### src/rtl/intr_ctrl_pkg.sv
// intr_ctrl_pkg: shared constants and types for the interrupt controller.
//   - source count, default address width and handler vector layout
//   - CP0 Status bit positions feeding intr_en / intr_mask
//   - FSM state type used by intr_ctrl
package intr_ctrl_pkg;

  // Number of external interrupt sources; matches the 4-bit CP0 mask field.
  localparam int N_SRC_DEF      = 4;

  // Default instruction-memory word-address width (EPC and vectors).
  localparam int PC_W_DEF       = 12;

  // Handler vector of source i = VEC_BASE + i*VEC_STRIDE (word addresses).
  localparam int VEC_BASE_DEF   = 'h200;
  localparam int VEC_STRIDE_DEF = 'h40;

  // CP0 Status register layout that drives intr_en and intr_mask.
  localparam int STATUS_IE_BIT  = 0;
  localparam int STATUS_IM_LSB  = 8;
  localparam int STATUS_IM_MSB  = 11;

  typedef enum logic {
    ST_IDLE    = 1'b0,
    ST_SERVICE = 1'b1
  } state_e;

endpackage

### src/rtl/intr_ctrl_sync_edge.sv
// intr_sync_edge: one-bit 2-flop synchronizer followed by a rising-edge
// detector.
//   clk        in   system clock
//   rst_n      in   asynchronous active-low reset
//   req_async  in   raw asynchronous request level
//   edge_pulse out  one-cycle pulse on a synchronized rising edge
// The pulse is combinational from the flops, so the parent can latch it on
// the third clock edge after the input rises.
module intr_sync_edge (
  input  logic clk,
  input  logic rst_n,
  input  logic req_async,
  output logic edge_pulse
);

  logic sync1_reg;
  logic sync2_reg;
  logic prev_reg;

  always_ff @(posedge clk or negedge rst_n) begin
    if (!rst_n) begin
      sync1_reg <= 1'b0;
      sync2_reg <= 1'b0;
      prev_reg  <= 1'b0;
    end else begin
      sync1_reg <= req_async;
      sync2_reg <= sync1_reg;
      prev_reg  <= sync2_reg;
    end
  end

  assign edge_pulse = sync2_reg & ~prev_reg;

endmodule

### src/rtl/intr_ctrl.sv
// intr_ctrl: interrupt controller feeding the CP0 register file.
// Latches edges from N_SRC external sources, gates them with CP0 Status
// (global enable + mask), and at a safe pipeline point takes the
// lowest-index eligible source: writes EPC, redirects fetch to the handler
// vector and stays in service (no nesting) until ERET.
//   clk          in   system clock
//   rst_n        in   asynchronous active-low reset
//   intr_req     in   raw asynchronous request levels
//   intr_en      in   CP0 Status global enable
//   intr_mask    in   CP0 Status mask (1 = enabled)
//   safe_pt      in   pipeline may be interrupted this cycle
//   resume_pc    in   PC to resume after the handler
//   eret         in   ERET retiring (pulse)
//   epc_w_en     out  EPC write strobe (1 cycle)
//   epc_w_data   out  EPC value
//   redirect     out  fetch redirect strobe (1 cycle)
//   redirect_pc  out  handler vector
//   in_service   out  one-hot source being serviced, 0 when idle
//   pending      out  latched pending requests
module intr_ctrl
  import intr_ctrl_pkg::*;
#(
  parameter int PC_W       = PC_W_DEF,
  parameter int N_SRC      = N_SRC_DEF,
  parameter int VEC_BASE   = VEC_BASE_DEF,
  parameter int VEC_STRIDE = VEC_STRIDE_DEF
) (
  input  logic             clk,
  input  logic             rst_n,
  input  logic [N_SRC-1:0] intr_req,
  input  logic             intr_en,
  input  logic [N_SRC-1:0] intr_mask,
  input  logic             safe_pt,
  input  logic [PC_W-1:0]  resume_pc,
  input  logic             eret,
  output logic             epc_w_en,
  output logic [PC_W-1:0]  epc_w_data,
  output logic             redirect,
  output logic [PC_W-1:0]  redirect_pc,
  output logic [N_SRC-1:0] in_service,
  output logic [N_SRC-1:0] pending
);

  state_e             state_reg, state_next;
  logic [N_SRC-1:0]   pending_reg, pending_next;
  logic [N_SRC-1:0]   in_service_reg, in_service_next;
  logic               epc_w_en_reg, epc_w_en_next;
  logic [PC_W-1:0]    epc_w_data_reg, epc_w_data_next;
  logic               redirect_reg, redirect_next;
  logic [PC_W-1:0]    redirect_pc_reg, redirect_pc_next;

  logic [N_SRC-1:0]   edge_pulse;
  logic [N_SRC-1:0]   eligible;
  logic [N_SRC-1:0]   win_onehot;
  logic [N_SRC:0]     higher_found;
  logic [PC_W-1:0]    vec_tab [N_SRC];
  logic [PC_W-1:0]    win_vec;
  logic               take;

  // Per-source capture path.
  genvar gi;
  generate
    for (gi = 0; gi < N_SRC; gi++) begin : g_sync
      intr_sync_edge u_sync (
        .clk        (clk),
        .rst_n      (rst_n),
        .req_async  (intr_req[gi]),
        .edge_pulse (edge_pulse[gi])
      );
    end
  endgenerate

  assign eligible = pending_reg & intr_mask & {N_SRC{intr_en}};

  // Lowest index wins: a source is the winner only if no lower-index source
  // is eligible. higher_found[i] = some source below i is eligible.
  assign higher_found[0] = 1'b0;
  generate
    for (gi = 0; gi < N_SRC; gi++) begin : g_prio
      assign higher_found[gi+1] = higher_found[gi] | eligible[gi];
      assign win_onehot[gi]     = eligible[gi] & ~higher_found[gi];
      assign vec_tab[gi]        = PC_W'(VEC_BASE + gi * VEC_STRIDE);
    end
  endgenerate

  // win_onehot is one-hot (or zero), so OR-ing the selected entries is a mux.
  always_comb begin
    win_vec = '0;
    for (int i = 0; i < N_SRC; i++) begin
      if (win_onehot[i]) begin
        win_vec = win_vec | vec_tab[i];
      end
    end
  end

  assign take = (state_reg == ST_IDLE) && (|eligible) && safe_pt;

  always_comb begin
    state_next       = state_reg;
    in_service_next  = in_service_reg;
    epc_w_en_next    = 1'b0;
    redirect_next    = 1'b0;
    epc_w_data_next  = epc_w_data_reg;
    redirect_pc_next = redirect_pc_reg;
    // A new edge on the source being taken re-arms it: set beats clear.
    pending_next     = pending_reg | edge_pulse;

    case (state_reg)
      ST_IDLE: begin
        if (take) begin
          epc_w_en_next    = 1'b1;
          epc_w_data_next  = resume_pc;
          redirect_next    = 1'b1;
          redirect_pc_next = win_vec;
          in_service_next  = win_onehot;
          pending_next     = (pending_reg & ~win_onehot) | edge_pulse;
          state_next       = ST_SERVICE;
        end
      end
      ST_SERVICE: begin
        if (eret) begin
          in_service_next = '0;
          state_next      = ST_IDLE;
        end
      end
      default: begin
        state_next = ST_IDLE;
      end
    endcase
  end

  always_ff @(posedge clk or negedge rst_n) begin
    if (!rst_n) begin
      state_reg       <= ST_IDLE;
      pending_reg     <= '0;
      in_service_reg  <= '0;
      epc_w_en_reg    <= 1'b0;
      epc_w_data_reg  <= '0;
      redirect_reg    <= 1'b0;
      redirect_pc_reg <= '0;
    end else begin
      state_reg       <= state_next;
      pending_reg     <= pending_next;
      in_service_reg  <= in_service_next;
      epc_w_en_reg    <= epc_w_en_next;
      epc_w_data_reg  <= epc_w_data_next;
      redirect_reg    <= redirect_next;
      redirect_pc_reg <= redirect_pc_next;
    end
  end

  assign epc_w_en    = epc_w_en_reg;
  assign epc_w_data  = epc_w_data_reg;
  assign redirect    = redirect_reg;
  assign redirect_pc = redirect_pc_reg;
  assign in_service  = in_service_reg;
  assign pending     = pending_reg;

endmodule

### config.mk
export PLATFORM = sky130hd
export DESIGN_NAME = intr_ctrl
export DESIGN_NICKNAME = d
export VERILOG_FILES = /design/src/rtl/intr_ctrl_pkg.sv /design/src/rtl/intr_ctrl_sync_edge.sv /design/src/rtl/intr_ctrl.sv
export SDC_FILE = /design/constraint.sdc
export NUM_CORES = 1
export LEC_CHECK = 0
export ABC_AREA = 1
export CAP_MARGIN = 10
export CELL_PAD_IN_SITES_DETAIL_PLACEMENT = 2
export CELL_PAD_IN_SITES_GLOBAL_PLACEMENT = 2
export CORE_MARGIN = 10
export CORE_UTILIZATION = 26
export DETAILED_ROUTE_END_ITERATION = 16
export HOLD_SLACK_MARGIN = 0.03
export PLACE_DENSITY_LB_ADDON = 0.1
export SLEW_MARGIN = 10
export SYNTH_ARGS = -nofsm -noshare
export SYNTH_HDL_FRONTEND = slang
export SYNTH_HIERARCHICAL = 1
export SYNTH_SLANG_ARGS = --single-unit
### constraint.sdc
create_clock -name clk -period 2.6 [get_ports clk]
set_input_delay 0.65 -clock clk [delete_from_list [all_inputs] [get_ports clk]]
set_output_delay 0.65 -clock clk [all_outputs]
set_load 0.01 [all_outputs]
# ---- Word-level counts from Yosys, hierarchy flattened
# Cells that the tools add are included.
dict set report totals {
  reg_bits 46
  output_inout_bits 34
}
dict set report classes {
  n_eq_ne 2
  muxes 13
  n_bitwise 23
  n_reduce_logical 5
}
# cell count
set ops {}
lappend ops {{$mux W10} 4}
lappend ops {{$mux W4} 4}
lappend ops {{$and A4 B4 Y4} 3}
lappend ops {{$not A1 Y1} 8}
lappend ops {{$or A4 B4 Y4} 2}
lappend ops {{$pmux W4 S2} 1}
lappend ops {{$and A1 B1 Y1} 7}
lappend ops {{$ne A2 B2 Y1 const B} 2}
lappend ops {{$not A4 Y4} 1}
lappend ops {{$reduce_and A2 Y1} 2}
lappend ops {{$reduce_or A4 Y1} 1}
lappend ops {{$mux W1} 3}
lappend ops {{$logic_and A1 B1 Y1} 2}
lappend ops {{$or A1 B1 Y1} 2}
lappend ops {{$pmux W1 S2} 1}

# ---- Logic depth before layout (Yosys ltp)
# Gate-level depths: netlist of run 1.
dict set report logic_depth {
  ltp_word 11
  depth_mapped 7
  mapped_depth_nobuf 7
}

# ---- By module
# The synthesis of run 1 kept the hierarchy.
# module n_inst cells_each area_per_inst_um2
set modules_own_cells {}
lappend modules_own_cells {intr_ctrl 1 128 1126.1}
lappend modules_own_cells {intr_sync_edge 4 5 85.1}

# ---- Least setup slack after synthesis of run 1
# OpenSTA, ideal clock, no wires.
dict set report synth_path {
  path_type {input to register}
  startpoint {in intr_mask[0]}
  endpoint {reg epc_w_data_reg[0], in the netlist epc_w_data[0]}
  t_arrival_ns 1.282
  t_required_ns 2.484
  slack_ns 1.201
  cell_stages 6
  path_buffers 1
  path_cell_list {nand3_2 nand2_2 o21a_4 buf_8 nand2_1 nand2_1}
}
dict set report synth_between {
  elab_chain_cells 6
}
# item line_no
set synth_lines {}
lappend synth_lines {{start: declaration} intr_ctrl.sv:32} ;# input logic [N_SRC-1:0] intr_mask,
lappend synth_lines {{$and A4 B4 Y4 (2 in a row)} intr_ctrl.sv:73} ;# assign eligible = pending_reg & intr_mask & {N_SRC{intr_en}};
lappend synth_lines {{$reduce_or A4 Y1} intr_ctrl.sv:96} ;# assign take = (state_reg == ST_IDLE) && (|eligible) && safe_pt;
lappend synth_lines {{$logic_and A1 B1 Y1 (2 in a row)} intr_ctrl.sv:96}
lappend synth_lines {{$reduce_and A2 Y1 (no line)} -}
lappend synth_lines {{end signal: assignment} intr_ctrl.sv:146} ;# epc_w_data_reg <= epc_w_data_next;
lappend synth_lines {{end: declaration} intr_ctrl.sv:48} ;# logic [PC_W-1:0] epc_w_data_reg, epc_w_data_next;
# Every way passes these cells.
# A chain may end at the register's enable or synchronous reset.

# ---- Worst setup path after layout of run 1
dict set report layout_path {
  startpoint {reg pending_reg[0], in the netlist pending[0]}
  endpoint {out pending[0]}
}
# item line_no
set layout_lines {}
lappend layout_lines {{start: declaration} intr_ctrl.sv:45} ;# logic [N_SRC-1:0] pending_reg, pending_next;
lappend layout_lines {{start signal: assignment} intr_ctrl.sv:143} ;# pending_reg <= pending_next;
lappend layout_lines {{end: declaration} intr_ctrl.sv:41} ;# output logic [N_SRC-1:0] pending
# No word-level cell between the ends.

==> results of run 1 <==
-- path summary, 6_finish.rpt --
check	startpoint	to	slack [ns]	cells past startpoint
hold / removal	g_sync[1].u_sync/sync1_reg	g_sync[1].u_sync/sync2_reg	0.35	0
setup / recovery	pending[0]	pending[0]	0.65	1
setup reg to reg	pending[0]	pending[0]	1.12	6
hold reg to reg	g_sync[1].u_sync/sync1_reg	g_sync[1].u_sync/sync2_reg	0.35	0
max in group asynchronous	rst_n	g_sync[3].u_sync/prev_reg	1.63	1
min in group asynchronous	rst_n	in_service[2]	0.44	1
-- cell usage after synthesis --
library cell  number
nand2_1           56
buf_8              1
a21o_2             1
dfrtp_1           37
nor3_1             1
inv_1             15
conb_1             1
nand2_2            1
nor2_1             2
o21ai_2            1
buf_4             11
nor2_2             4
o21a_4             1
o21ai_0            2
a21o_1             1
a21oi_1            1
buf_6              1
nand4_1            2
nand3_2            1
nand3_1            8
-- metal layers --
| metal | GRT usage [%] | wire, um |
|---|---|---|
| met1 | 9.282 | 1580 |
| met2 | 16.65 | 2084 |
| met3 | 4.242 | 311 |
| met4 | 3.367 | 54 |
| met5 | 0 | 0 |
-- final cells by class --
| class | instances | share of cell area [%] |
|---|---|---|
| Sequential cell | 37 | 44.00 |
| Timing Repair Buffer | 50 | 23.42 |
| Multi-Input combinational cell | 91 | 19.26 |
| Tap cell | 72 | 4.281 |
| Clock buffer | 5 | 3.270 |
| Clock inverter | 3 | 3.092 |
| Inverter | 15 | 2.675 |
-- through the flow --
stage          hold WS (ns)  setup WS (ns)  instances  total power [mW]  util, %
2_1_floorplan        0.3312          1.201        156            0.9982        -
3_3_place_gp         0.3328         0.4497        265             1.298    35.79
3_5_place_dp         0.3378         0.4084        265             1.314    35.79
4_1_cts              0.3562         0.6282        273             1.925    38.22
5_1_grt              0.3670         0.5990        273             2.006    38.22
6_report             0.3519         0.6531        273             1.882    38.22
-- report_power, final --
group	total, mW	internal, mW	switching, mW	leakage, nW
combinational	0.520	0.279	0.241	0.536
clock	0.594	0.381	0.213	0.0681
sequential	0.768	0.694	0.0743	0.440
-- kinds of logic after synthesis --
logic type / after synthesis
buffers and inverters: 28
DFF: 37
AOI/OAI and AO/OA: 7
and+or+nand+nor: 75
other: 1
==> key figures, run 1 <==
Worst hold path
  – Hold Path Class: register to register

Yosys
  – Yosys reg bits: 37
  – Sequential cell area fraction in the yosys report: 63.14%
  – Post-synth top area share: a little over three fifths
  – Mapped Cells: approximately 150
  – Fraction of synthesized area in multiplexers: 0%
  – Synth Area in Compound Gates: around 3.8%
  – Mean post-synth cell area: 9.908 um2
  – Netlist cell types: 20
  – Post-Synth XOR/XNOR Area: 0%
  – Synth warn: 6
  – Synth Area in Simple Gates: 21.59%
  – Largest cells by area after synthesis: dfrtp_1, nand2_1, buf_4
  – Adder-cell share of the synthesized area: 0%
  – Main combinational cell family by area after synthesis: simple AND/OR/NAND/NOR gates
  – Synth area leader: dfrtp_1
  – Cell Area, Synth: ~0.0015 mm2

Timing
  – Least-Margin Pin Slew: 0.8181 ns
  – RSZ-0062 raised after global routing: no
  – # setup viols final: 0
  – Setup TNS: 0 ns
  – Final Critical Period: 1.947 ns
  – Max_slew headroom: 45.46%
  – Peak Freq: 0.5136 GHz
  – Layout Skew: ~0.0089 ns
  – Hold Vio Cnt, Final: 0
  – Slew Limit Fails: 0
  – Period utilization: 74.88%

Flow run
  – Max_cap viols: 0

Global route
  – GRT Total Usage: about a tenth
  – Vias in the first global route: 1338
  – Initial antenna violation count: 0
  – Pin count of the biggest net entering global routing: 38
  – Total global routing overflow: 0
  – Global-route wire length before repair: ~6600 um

Routing
  – Final wirelength: 4031 um
  – Wire length per cell: ~15 um
  – DRT Pass-1 Iters: 4
  – Antenna-violating nets left: 0
  – Avg Vias per Cell: 4.147
  – Via Count: 1132
  – Iter 0 DRT Violations: 25
  – Post-route DRC: 0

Finish
  – Most common cell after layout, fill and taps aside: nand2_1
  – Number of nets in the layout: ~230
  – Most frequent cells in the layout: nand2_1, clkdlybuf4s50_1, dfrtp_1
  – N_diodes: 0
  – Max FFs per register: 12
  – Multi-input logic area: between 400 and 500 um2
  – Layout area overhead: 43.52%
  – Layout cells sized above 1: 9.453%
  – Register area: 925.9 um2
  – Post-route cell area: 0.002105 mm2
  – Fill cells: 610

CTS
  – CTS tree: yes
  – H-tree levels: 2
  – CTS clk-pin slew, worst paths: 0.07 ns
  – CTS buffer count: 5
  – Clk buf depth: 2
  – Clock sinks: 37
  – Post-CTS Repair Setup Buffers: 0
  – Worst-skew pair later-pin latency: 0.29 ns
  – Hold_buf cts: 0
  – Root Driver: clkbuf_8
  – Post-CTS Resized: 0

Worst setup path
  – Crit-path leading delay family: buffers and inverters
  – Worst Path Arrival: roughly 1.3 ns
  – Slowest-stage cell, CP: clkdlybuf4s50_1
  – Worst Path Buf+Inv: 1
  – Crit. End Element: primary output
  – CP startpoint kind: register
  – Worst EP required: around 2.0 ns
  – Crit-path cells: clkdlybuf4s50_1
  – Crit Path Max Fanout: 4
  – Worst setup path class: register to primary output
  – Slowest stage delay, CP: 0.58 ns

Place
  – IO Port Bufs: 49
  – Hpwl dp: 3119 um
  – Post-DP Area: 0.001971 mm2
  – Placer Congestion: around 0.76

Die
  – Starting Density: a little over a quarter
  – Ports: 59
  – # rows: 27
  – Die ar.: 0.009044 mm2
  – Core area: 0.005507 mm2
  – Chip height: 95.10 um
  – Die W: 95.10 um

Power and ir drop
  – VDD IR max: between 0.3 and 0.4 mV
  – Power density cells: around 890 mW/mm2
  – P_leak: 1.044 nW

Run status
  – Outcome: finished, final reports clean
Power figures use the tool's default switching activity.
==> inputs of run 2 (changes only) <==
Settings changed: CORE_UTILIZATION 26 to 22.
Clock period 2.6 ns to 1.6 ns, I/O delays scaled along.
==> run 2 against run 1 <==
  * Design area increased by 1.1%
  * Critical path depth increased by 6
  * Clock power increased by 12%
  * Sequential power increased by 61%
  * Sequential share of layout area decreased by 0.49 points
  * Count of clock-buffer cells in the layout increased by 1
  * Critical path type is now input port to register
  * Largest cell class unchanged
==> key figures, run 2 (synthesized netlist as in run 1, its figures left out) <==
Timing
  – Slew Limit Fails: 0 (unchanged)
  – Layout Skew: 0.006023 ns (-0.002852 ns)
  – Period utilization: a little over nine tenths
  – Final Critical Period: roughly 1.5 ns
  – # setup viols final: 0 (unchanged)
  – RSZ-0062 raised after global routing: no
  – Hold Vio Cnt, Final: 0 (unchanged)
  – Peak Freq: 0.6660 GHz

Power and ir drop
  – Net Sw Frac: 31.51% (+3.4 points)
  – Switch Pwr: 848.7 uW (+61%)
  – Logic pwr share: 29.3% (+1.7 points)
  – Internal power: 1.845 mW (+36%)
  – VDD IR max: 0.3772 mV (+15%)
  – Power density cells: 1265 mW/mm2 (+42%)
  – Final Total Pwr: 2.693 mW (+43%)
  – P_leak: 1.156 nW (+11%)
  – Power share of the clock group: 24.8% (-6.8 points)
  – Sequential share of power: 45.9% (+5.1 points)

Global route
  – Initial antenna violation count: 0 (unchanged)
  – Pin count of the biggest net entering global routing: 38 (unchanged)
  – Total global routing overflow: 0 (unchanged)
  – GRT Total Usage: 8.747% (-0.56 points)
  – Vias in the first global route: 1368 (+2.2%)
  – Global-route wire length before repair: 7093 um (+8.2%)

Worst setup path
  – CP Capture Point: epc_w_data[5]
  – Worst setup path class: input port to register
  – Worst EP required: 1.83 ns (-0.12 ns)
  – Worst path most repeated cell: nand2_1
  – Slowest stage delay, CP: 0.49 ns (-0.09 ns)
  – R2r setup slk: 0.22 ns (-0.90 ns)
  – Slowest-stage cell, CP: clkdlybuf4s50_1
  – Critical R2R Launch: pending[0]
  – Crit-path cells: clkdlybuf4s50_1 > nand3_1 > nand2_2 > o21ai_2 > buf_4 > nand2_1 > nand2_1
  – Worst Path Arrival: 1.73 ns (+0.43 ns)
  – R2R depth: 7 (+1)
  – CP startpoint kind: input port
  – Crit Path Max Fanout: 10 (+6)
  – RR Endpoint: epc_w_data[5]
  – Critical Path Source: intr_en
  – Crit-path leading delay family: buffers and inverters
  – Worst Path Buf+Inv: 2 (+1)
  – CP Depth: 7 (+6)
  – Crit. End Element: register

CTS
  – Root Driver: clkbuf_8
  – CTS buffer count: 5 (unchanged)
  – Worst-skew pair later-pin latency: 0.28 ns (about the same)
  – Clk buf depth: 2 (unchanged)
  – Clock sinks: 37 (unchanged)
  – H-tree levels: 2 (unchanged)
  – CTS clk-pin slew, worst paths: 0.07 ns (about the same)
  – CTS tree: yes

Finish
  – Most frequent cells in the layout: nand2_1, dfrtp_1, clkdlybuf4s50_1
  – Most common cell after layout, fill and taps aside: nand2_1
  – Layout area overhead: 45.14%
  – Finished Core Util: 33.14% (-5.1 points)
  – Layout cells sized above 1: 13.81% (+4.4 points)
  – Max FFs per register: 12 (unchanged)
  – Fill cells: 726 (+19%)
  – Post-Layout Cell Count: 287 (+5.1%)
  – Number of nets in the layout: 235 (+4.4%)
  – N_diodes: 0 (unchanged)

Place
  – IO Port Bufs: 49 (unchanged)
  – Hpwl dp: 3418 um (+9.6%)
  – Placer Congestion: 0.7523 (-1.5%)
  – Inst Count DP: 280 (+5.7%)

Routing
  – Wire length per cell: 14.96 um (+1.3%)
  – Iter 0 DRT Violations: 20 (-20%)
  – Via Count: 1173 (+3.6%)
  – Avg Vias per Cell: 4.087 (-1.4%)
  – Antenna-violating nets left: 0 (unchanged)
  – Post-route DRC: 0 (unchanged)
  – Final wirelength: 4293 um (+6.5%)
  – DRT Pass-1 Iters: 4 (unchanged)

Run status
  – Outcome: finished, final reports clean

Die
  – Starting Density: 22.83% (-3.8 points)
  – # rows: 29 (+7.4%)
  – Core area: 0.006422 mm2 (+17%)
  – Chip height: 101.6 um (+6.9%)
  – Die W: 101.6 um (+6.9%)
  – Ports: 59 (unchanged)
  – Die ar.: 0.01033 mm2 (+14%)

Worst hold path
  – Hold Path Class: input port to async pin

Flow run
  – Max_cap viols: 0 (unchanged)
-- run 2: how the worst min path moves through the flow --
| stage | startpoint | to | slack [ns] | cells past startpoint |
|---|---|---|---|---|
| 6_report | rst_n | in_service[1] | 0.16 | 2 |
| 5_1_grt | rst_n | g_sync[0].u_sync/sync1_reg | 0.20 | 2 |
| 4_1_cts | rst_n | in_service[1] | 0.18 | 2 |
| 3_5_place_dp | g_sync[1].u_sync/sync1_reg | g_sync[1].u_sync/sync2_reg | 0.34 | 0 |
| 3_3_place_gp | g_sync[3].u_sync/sync1_reg | g_sync[3].u_sync/sync2_reg | 0.33 | 0 |
| 2_1_floorplan | rst_n | epc_w_data[0] | 0.10 | 0 |
-- run 2: what timing repair did --
action | CTS | global route
resized for setup | 21 | 5
endpoints found under the setup margin | 21 | 10
endpoints found under the hold margin | 0 | 0
gates cloned | 0 | 0
hold buffers | 0 | 0
setup buffers | 0 | 0
-- run 2: cell type report --
| class | count | area, um2 | share of cell area (%) |
|---|---|---|---|
| Clock buffer | 6 | 82.58 | 3.880 |
| Multi-Input combinational cell | 91 | 407.9 | 19.17 |
| Clock inverter | 1 | 7.507 | 0.3527 |
| Tap cell | 77 | 96.34 | 4.527 |
| Inverter | 15 | 56.30 | 2.646 |
| Sequential cell | 37 | 925.9 | 43.50 |
| Timing Repair Buffer | 60 | 551.8 | 25.93 |
-- run 2: power by group through the flow --
stage               registers [mW]  logic (mW)  clock network, mW
finish                        1.24       0.790              0.668
global route                  1.27       0.888              0.751
CTS                           1.24       0.825              0.722
detailed placement            1.27       0.926                  0
global placement              1.26       0.902                  0
floorplan                     1.33       0.291                  0
-- run 2: layer usage --
metal  vias up  part of all wire [%]  track usage [%]
met5         -                     0                0
met4         0                   1.0            3.410
met3         4                   8.0            3.608
met2        40                    53            15.76
met1       575                    38            8.795
li1        554                     -                -
-- run 2: metrics by stage --
stage | TNS, ns | instance area (um2) | hold WS [ns] | worst slack, ns
2_1_floorplan | 0 | 1496 | 0.1044 | 0.3951
3_3_place_gp | -2.991 | 2052 | 0.3343 | -0.1681
3_5_place_dp | -4.207 | 2052 | 0.3379 | -0.2159
4_1_cts | 0 | 2116 | 0.1760 | 0.001624
5_1_grt | 0 | 2128 | 0.2042 | 0.001560
6_report | 0 | 2128 | 0.1588 | 0.09846
